--- config.mk ---
export PLATFORM = sky130hd
export DESIGN_NAME = instr_fetch_unit
export DESIGN_NICKNAME = d
export VERILOG_FILES = /design/src/rtl/ifu_pkg.sv /design/src/rtl/extend.sv /design/src/rtl/ifu_branch_target.sv /design/src/rtl/instr_fetch_unit.sv
export SDC_FILE = /design/constraint.sdc
export NUM_CORES = 1
export LEC_CHECK = 0
export CORE_ASPECT_RATIO = 1.75
export CORE_UTILIZATION = 44
export CTS_BUF_LIST = sky130_fd_sc_hd__clkbuf_4 sky130_fd_sc_hd__clkbuf_8
export DETAILED_ROUTE_END_ITERATION = 8
export PLACE_DENSITY = 0.75
export SYNTH_ARGS = -nofsm -noshare
export SYNTH_HDL_FRONTEND = slang
export SYNTH_SLANG_ARGS = --single-unit
--- constraint.sdc ---
create_clock -name clk -period 8.25 [get_ports clk]
set_input_delay 1.65 -clock clk [delete_from_list [all_inputs] [get_ports clk]]
set_output_delay 1.65 -clock clk [all_outputs]
set_load 0.005 [all_outputs]
--- src/rtl/ifu_pkg.sv ---
// Shared types and constants for the instruction fetch unit.
// Latency: n/a (declarations only).
// Backpressure: n/a.
package ifu_pkg;

    typedef enum logic {
        FETCH = 1'b0,
        HOLD  = 1'b1
    } ifu_state_t;

    localparam int INSTR_W = 32;
    localparam int PC_STEP = 4;

    // Immediate field positions inside a LEGv8 branch encoding.
    localparam int IMM26_MSB = 25;   // B:          imm26 = instr[25:0]
    localparam int IMM19_MSB = 23;   // CBZ/B.cond: imm19 = instr[23:5]
    localparam int IMM19_LSB = 5;

endpackage

--- src/rtl/extend.sv ---
// Sign extension of an IN_W-bit field to OUT_W bits.
// Latency: combinational.
// Backpressure: none.
// Ports: i_val (narrow field), o_val (sign-extended result).
module extend #(
    parameter int IN_W  = 26,
    parameter int OUT_W = 64
) (
    input  logic [IN_W-1:0]  i_val,
    output logic [OUT_W-1:0] o_val
);

    assign o_val = {{(OUT_W - IN_W){i_val[IN_W-1]}}, i_val};

endmodule

--- src/rtl/ifu_branch_target.sv ---
// Next-PC computation: PC+4, or PC + (sign-extended imm26/imm19 << 2).
// Latency: combinational.
// Backpressure: none.
// Ports: i_pc, i_imm (instruction[25:0]), i_br_taken, i_uncond_br -> o_next_pc.
module ifu_branch_target
    import ifu_pkg::*;
#(
    parameter int ADDR_W = 64
) (
    input  logic [ADDR_W-1:0]  i_pc,
    input  logic [IMM26_MSB:0] i_imm,
    input  logic               i_br_taken,
    input  logic               i_uncond_br,
    output logic [ADDR_W-1:0]  o_next_pc
);

    localparam int IMM19_W = IMM19_MSB - IMM19_LSB + 1;

    logic [ADDR_W-1:0] w_imm26_ext;
    logic [ADDR_W-1:0] w_imm19_ext;
    logic [ADDR_W-1:0] w_offset;

    extend #(.IN_W(IMM26_MSB + 1), .OUT_W(ADDR_W)) u_ext26 (
        .i_val (i_imm),
        .o_val (w_imm26_ext)
    );

    extend #(.IN_W(IMM19_W), .OUT_W(ADDR_W)) u_ext19 (
        .i_val (i_imm[IMM19_MSB:IMM19_LSB]),
        .o_val (w_imm19_ext)
    );

    // Word offset to byte offset; the add wraps modulo 2^ADDR_W by design.
    assign w_offset  = (i_uncond_br ? w_imm26_ext : w_imm19_ext) << 2;
    assign o_next_pc = i_br_taken ? (i_pc + w_offset) : (i_pc + ADDR_W'(PC_STEP));

endmodule

--- src/rtl/instr_fetch_unit.sv ---
// LEGv8 fetch front end: owns the PC, fetches over req/ready, holds the word until retire.
// Latency: instruction valid 1 cycle after the ready cycle; new request 1 cycle after retire.
// Backpressure: request held stable until imem_ready; instruction held until retire.
// Ports: clk/reset (sync, active-high); imem_req/imem_addr/imem_ready/imem_rdata to memory;
//        instruction/instr_valid/pc to datapath; retire/br_taken/uncond_br from datapath/control.
// Optional: IFU_PERF_COUNT_EN adds retired_count and taken_br_count (32-bit, wrapping).
module instr_fetch_unit
    import ifu_pkg::*;
#(
    parameter int                ADDR_W   = 64,
    parameter logic [ADDR_W-1:0] RESET_PC = '0
) (
    input  logic               clk,
    input  logic               reset,
    output logic               imem_req,
    output logic [ADDR_W-1:0]  imem_addr,
    input  logic               imem_ready,
    input  logic [INSTR_W-1:0] imem_rdata,
    output logic [INSTR_W-1:0] instruction,
    output logic               instr_valid,
    output logic [ADDR_W-1:0]  pc,
    input  logic               retire,
    input  logic               br_taken,
    input  logic               uncond_br
`ifdef IFU_PERF_COUNT_EN
    ,
    output logic [31:0]        retired_count,
    output logic [31:0]        taken_br_count
`endif
);

    ifu_state_t         r_state;
    ifu_state_t         w_state_nxt;
    logic               r_req;
    logic [ADDR_W-1:0]  r_pc;
    logic [INSTR_W-1:0] r_instr;
    logic               r_valid;
    logic               w_capture;
    logic               w_retire;
    logic [ADDR_W-1:0]  w_next_pc;

    // r_req is low for one cycle after reset even though the state is FETCH,
    // so a late response to an abandoned fetch lands while req=0 and is dropped.
    assign w_capture = (r_state == FETCH) && r_req && imem_ready;
    assign w_retire  = (r_state == HOLD) && r_valid && retire;

    always_comb begin
        w_state_nxt = r_state;
        case (r_state)
            FETCH:   if (w_capture) w_state_nxt = HOLD;
            HOLD:    if (w_retire)  w_state_nxt = FETCH;
            default: w_state_nxt = FETCH;
        endcase
    end

    ifu_branch_target #(.ADDR_W(ADDR_W)) u_branch_target (
        .i_pc        (r_pc),
        .i_imm       (r_instr[IMM26_MSB:0]),
        .i_br_taken  (br_taken),
        .i_uncond_br (uncond_br),
        .o_next_pc   (w_next_pc)
    );

    always_ff @(posedge clk) begin
        if (reset) begin
            r_state <= FETCH;
            r_req   <= 1'b0;
            r_pc    <= RESET_PC;
            r_instr <= '0;
            r_valid <= 1'b0;
        end else begin
            r_state <= w_state_nxt;
            r_req   <= (w_state_nxt == FETCH);
            if (w_capture) begin
                r_instr <= imem_rdata;
                r_valid <= 1'b1;
            end
            if (w_retire) begin
                r_pc    <= w_next_pc;
                r_valid <= 1'b0;
            end
        end
    end

    assign imem_req    = r_req;
    assign imem_addr   = r_pc;
    assign pc          = r_pc;
    assign instruction = r_instr;
    assign instr_valid = r_valid;

`ifdef IFU_PERF_COUNT_EN
    logic [31:0] r_retired_cnt;
    logic [31:0] r_taken_cnt;

    always_ff @(posedge clk) begin
        if (reset) begin
            r_retired_cnt <= '0;
            r_taken_cnt   <= '0;
        end else if (w_retire) begin
            r_retired_cnt <= r_retired_cnt + 32'd1;
            if (br_taken) r_taken_cnt <= r_taken_cnt + 32'd1;
        end
    end

    assign retired_count  = r_retired_cnt;
    assign taken_br_count = r_taken_cnt;
`endif

endmodule

# Word level (Yosys, flattened, before mapping)

Index checks and enable logic that the tools add are counted.

Logic and storage cells: 19
Output and inout bits: 162
Register bits: 99
Bits of input ports: 38

Muxes and demuxes: 5
Add/sub/neg operators: 2
Bitwise logic cells: 2
Reduce and logical (&&, ||, !) cells: 5

Operator list:

| cell                                          | count |
|---|---|
| adder 64 x 3 -> 64 bit, second input constant | 1 |
| adder 64 bit                                  | 1 |
| 2-to-1 mux 64 bit                             | 1 |
| 2-to-1 mux 62 bit                             | 1 |
| logical AND 1 bit                             | 4 |
| 2-to-1 mux 1 bit                              | 2 |
| NOT 1 bit                                     | 2 |
| case mux 1 bit (2 select lines)               | 1 |
| OR reduction 2 bit                            | 1 |

# Longest topological paths before layout

Word-level depth: 6
Gate-level depth with buffers: 17
Mapped depth without buffers: 15

# Hierarchy

Synthesis repeated with hierarchy kept, for this count alone.

Cell total of the unflattened synthesis: 1,294
Area, all modules: 10,597.7 um2

By module, submodules not included:

| module            | area an instance (um2) | instances | cells each |
|---|---|---|---|
| instr_fetch_unit  | 4,919.7                | 1         | 491 |
| ifu_branch_target | 4,717.0                | 1         | 675 |
| extend            | 480.5                  | 2         | 64 |

# Least setup slack after synthesis

Ideal clock, no wire load.

Path type: input to register
Start point: input uncond_br
End point: register r_pc[63], in the netlist imem_addr[63]
Stages on the path: 15
Buffers on the path: 2
Library setup time: 0.121 ns
Arrival time: 7.367 ns
Required time: 8.129 ns
Slack: 0.761 ns
Cells stage by stage: clkbuf_1 or2b_2 a21boi_0 ha_1 clkbuf_1 a21oi_1 nor2_1 o21ai_0 or2b_2 a31oi_4 a31oi_1 or4_4 nand3_1 nor3b_2 mux2_4

Cells in the longest elaborated chain, start to end: 3

Ends and longest elaborated chain:

| item                 | RTL line                | source |
|---|---|---|
| start, declared      | instr_fetch_unit.sv:24  | `input logic uncond_br` |
| 2-to-1 mux 62 bit    | ifu_branch_target.sv:34 | `assign w_offset = (i_uncond_br ? w_imm26_ext : w_imm19_ext) << 2;` |
| adder 64 bit         | ifu_branch_target.sv:35 | `assign o_next_pc = i_br_taken ? (i_pc + w_offset) : (i_pc + ADDR_W'(PC_STEP));` |
| 2-to-1 mux 64 bit    | ifu_branch_target.sv:35 |  |
| end signal, assigned | instr_fetch_unit.sv:79  | `r_pc <= w_next_pc;` |
| end, declared        | instr_fetch_unit.sv:35  | `logic [ADDR_W-1:0] r_pc;` |

Every way passes these cells.
A chain may end at the register's enable or synchronous reset.

# Worst setup path after layout

Start point: input br_taken
End point: register r_pc[63], in the netlist imem_addr[63]

Cells in the longest elaborated chain, start to end: 1

Ends and longest elaborated chain:

| item              | RTL line                | source |
|---|---|---|
| start, declared   | instr_fetch_unit.sv:23  | `input logic br_taken,` |
| 2-to-1 mux 64 bit | ifu_branch_target.sv:35 |  |

Every way passes these cells.

==> impl_metrics.csv <==
group,metric,value,unit
detailed_routing,drc,0,
grt,use_met3,0.0293,
sta,final_hold_viol_count,0,
pwr,pwr-share-seq,0.534,
yosys,synthCells,1120,
yosys,avgSynthCellArea,7.32,um2
pwr,combPwrFrac,0.128,
grt,antenna_found_initial,0,
sta,period_share,0.685,
yosys,yosys_most_used_dff,"dfxtp_1",
detailed_routing,routed_wl,24500,um
floorplanning,die_w,105,um
yosys,synth_area,0.00820,mm2
sta,maxSlewViolCount,0,
sta,finalSetupViolations,0,
yosys,synth_edf_count,0,
worst_setup_path,r2r_start,"instruction[23]$_SDFFE_PP0P_",
pwr,internal_power,0.000662,W
detailed_routing,first_pass_iters,7,
grt,grt_use_met2,0.482,
grt,grt_overflow,0,
pwr,power.net_switching,0.000249,W
worst_setup_path,regToRegEndpoint,"imem_addr[63]$_SDFFE_PP0P_",
pwr,swShare,0.273,
pwr,p_clk_frac,0.337,
grt,grt_max_degree,66,
yosys,yosys.area.top_type,"dfxtp_1",
run,max-cap-violations,0,
final_layout,layout_common_cells,"nand2_1 (201), clkdlybuf4s50_1 (194), a21oi_1 (153), dfxtp_1 (97), ha_1 (61)",
pwr,p_per_area,91.9,mW/mm2
clock_tree,cts_buffer_depth,2,
detailed_routing,vias,8314,
grt,grt_pass1_vias,7995,
worst_setup_path,cp_common_cell,"a21o_1",
detailed_routing,drtIter0Drc,302,
worst_setup_path,path_cells,"clkdlybuf4s50_1 > a21boi_2 > buf_4 > ha_1 > a21o_1 > a21o_1 > a21oi_1 > o211ai_1 > nand2_1 > a31oi_1 > or4_4 > nand3_1 > nor3b_2 > mux2_4",
worst_setup_path,crit_type,"in2reg",
worst_setup_path,reg2reg_depth,14,
clock_tree,clock-root-buffer,"clkbuf_8",
worst_setup_path,cp-startpoint,"br_taken",
final_layout,finalNetCount,1307,
yosys,yosysWarningCount,0,
yosys,async_reset_ff_frac,0,
hold_path,min_to,"instruction[27]$_SDFFE_PP0P_",
floorplanning,ios,200,
worst_setup_path,critPathSlowestCell,"clkdlybuf4s50_1",
clock_tree,ctsHoldBuffers,0,
floorplanning,start_util,0.452,
clock_tree,cts.sinks,97,
pwr,vdd_drop_max,107,uV
worst_setup_path,endpoint_kind,"flip-flop",
sta,setup-tns-final,0,ns
floorplanning,num_rows,65,
hold_path,hp-start,"instruction[27]$_SDFFE_PP0P_",
grt,track_usage,0.254,
final_layout,antennaDiodeCount,0,
sta,clock_skew,0.0166,ns
detailed_routing,ant_nets,0,
sta,fmax,0.177,GHz
worst_setup_path,start_kind,"input pin",
placement,pre_cts_ws,2.18,ns
grt,grt_pass1_wl,39400,um
clock_tree,cts_buffers,9,
placement,gp_congestion,0.947,
sta,grt_setup_unrepaired,"false",
clock_tree,cts_tree,"yes",
hold_path,hold_path_class,"reg2reg",
final_layout,utilization,0.546,
final_layout,final_common_cell,"nand2_1",
yosys,synthTopCellsByArea,"dfxtp_1 (24%), a21oi_1 (9.3%), ha_1 (9.3%), nand2_1 (9.2%), buf_4 (6.0%)",
clock_tree,cts_setup_buffers,0,
yosys,ys_seq_elements,97,
clock_tree,cts_resized,0,
sta,worst_pin_slew,0.878,ns
yosys,synth_top_area_frac,0.237,
placement,port_buffers,195,
sta,fin_ws,2.60,ns
floorplanning,dieArea,0.0192,mm2
pwr,p_leak,3.80,nW
hold_path,min_delay_path_depth,2,
final_layout,layout-drive-gt1-share,0.0454,
worst_setup_path,cp_data_arrival_time,5.94,ns
clock_tree,cts.htree.levels,3,
detailed_routing,vias_per_cell,5.75,
final_layout,fillers,1764,
outcome,outcome,"completed",
final_layout,areaGrowthSynthToFinish,20.8,%
placement,hpwl,18900,um
worst_setup_path,max_stage_delay,0.91,ns
yosys,synth_seq_area_share,0.237,
worst_setup_path,cp.required,8.54,ns
grt,top_usage_layer,"met2",
clock_tree,clkLatencyLatePin,0.38,ns
floorplanning,dieHeight,183,um
worst_setup_path,timing.reg2reg.setup_slack,4.00,ns
detailed_routing,drt-wirelength-per-cell,17.0,um
floorplanning,core_area,0.0181,mm2
yosys,netlist-cell-type-count,71,
sta,period_minus_slack,5.65,ns
worst_setup_path,cp_max_fo,38,
sta,max_slew_margin,0.400,
clock_tree,cts.clk_slew.worst_paths,0.10,ns
grt,globalRouteMet1Util,0.267,
## stage by stage
step,hold WS (ns),power [W],area [um2],cells
after floorplan,0.453,0.000563,8210,1123
after global placement,0.441,0.000613,9720,1430
after detailed placement,0.446,0.000614,9720,1430
after CTS,0.460,0.000921,9910,1445
after global routing,0.486,0.000951,9910,1445
final,0.458,0.000911,9910,1445
## layer usage
layer  vias to the layer above  share of wire  wire (um)
met5                         -              0          0
met4                         0          0.045       1110
met3                        80          0.043       1060
met2                       300           0.53      13000
met1                      3853           0.38       9300
li1                       4081              -          -
## worst max path at each step
stage | to | slack, ns | cells after the start
3_3_place_gp | imem_addr[63]$_SDFFE_PP0P_ | 2.29 | 14
6_report | imem_addr[63]$_SDFFE_PP0P_ | 2.60 | 14
2_1_floorplan | imem_addr[63]$_SDFFE_PP0P_ | 0.76 | 15
3_5_place_dp | imem_addr[63]$_SDFFE_PP0P_ | 2.18 | 14
5_1_grt | imem_addr[63]$_SDFFE_PP0P_ | 2.29 | 14
4_1_cts | imem_addr[63]$_SDFFE_PP0P_ | 2.62 | 14
## area by class of cell
class | count | area, um2 | area share
Sequential cell | 97 | 1940 | 0.196
Multi-Input combinational cell | 878 | 5410 | 0.547
Tap cell | 234 | 293 | 0.0296
Clock buffer | 12 | 159 | 0.0160
Clock inverter | 3 | 25.0 | 0.00253
Timing Repair Buffer | 202 | 2000 | 0.202
Inverter | 19 | 71.3 | 0.00720
## cell families (layout without fill, tap and decap cells)
family,Yosys count,after routing,share of synthesized area
simple gates,419,419,0.239
compound gates,333,333,0.254
buf+inv,148,236,0.106
flops,97,97,0.237
fa+ha+maj,62,62,0.0955
xor+xnor,40,40,0.0427
mux,20,20,0.0252
other cells,1,4,0.000457
## cell usage after synthesis (3+ instances only)
master / n
and2_1: 9
clkbuf_1: 54
o21a_1: 10
a31oi_1: 16
inv_1: 18
or2b_2: 3
o211ai_1: 12
mux2i_1: 18
buf_4: 66
nand2_1: 201
a21o_1: 32
nor3_1: 10
o21bai_1: 14
xor2_1: 16
dfxtp_1: 97
nand3b_1: 5
ha_1: 61
a21boi_0: 9
o21ai_1: 8
nand4_1: 19
clkbuf_8: 4
o21ai_0: 35
and3_1: 11
o2111ai_1: 3
a211oi_1: 9
or2_2: 6
a21oi_1: 153
nand3_1: 39
nand2b_1: 5
or3_1: 11
a211o_1: 6
nor2_1: 61
nor4b_1: 5
nor2b_1: 22
xnor2_1: 24
## state kept, by name (all words and copies together), names as in the netlist
name and count:
instruction 32, imem_addr 62, instr_valid 1, imem_req 1
r_state 1
## power by group through the flow
| stage | Combinational [W] | Clock [W] | Sequential (W) |
|---|---|---|---|
| 6_report | 0.000117 | 0.000307 | 0.000487 |
| 5_1_grt | 0.000129 | 0.000334 | 0.000488 |
| 4_1_cts | 0.000117 | 0.000318 | 0.000487 |
| 3_5_place_dp | 0.000116 | 0 | 0.000498 |
| 3_3_place_gp | 0.000115 | 0 | 0.000498 |
| 2_1_floorplan | 0.0000676 | 0 | 0.000495 |
## critical path: cells and delay by family
family | cells | cell delay, ns
simple gates | 4 | 1.02
fa+ha+maj | 1 | 0.39
compound gates | 6 | 1.21
buf+inv | 2 | 1.33
mux | 1 | 0.31
Power figures use the tool's default switching activity.
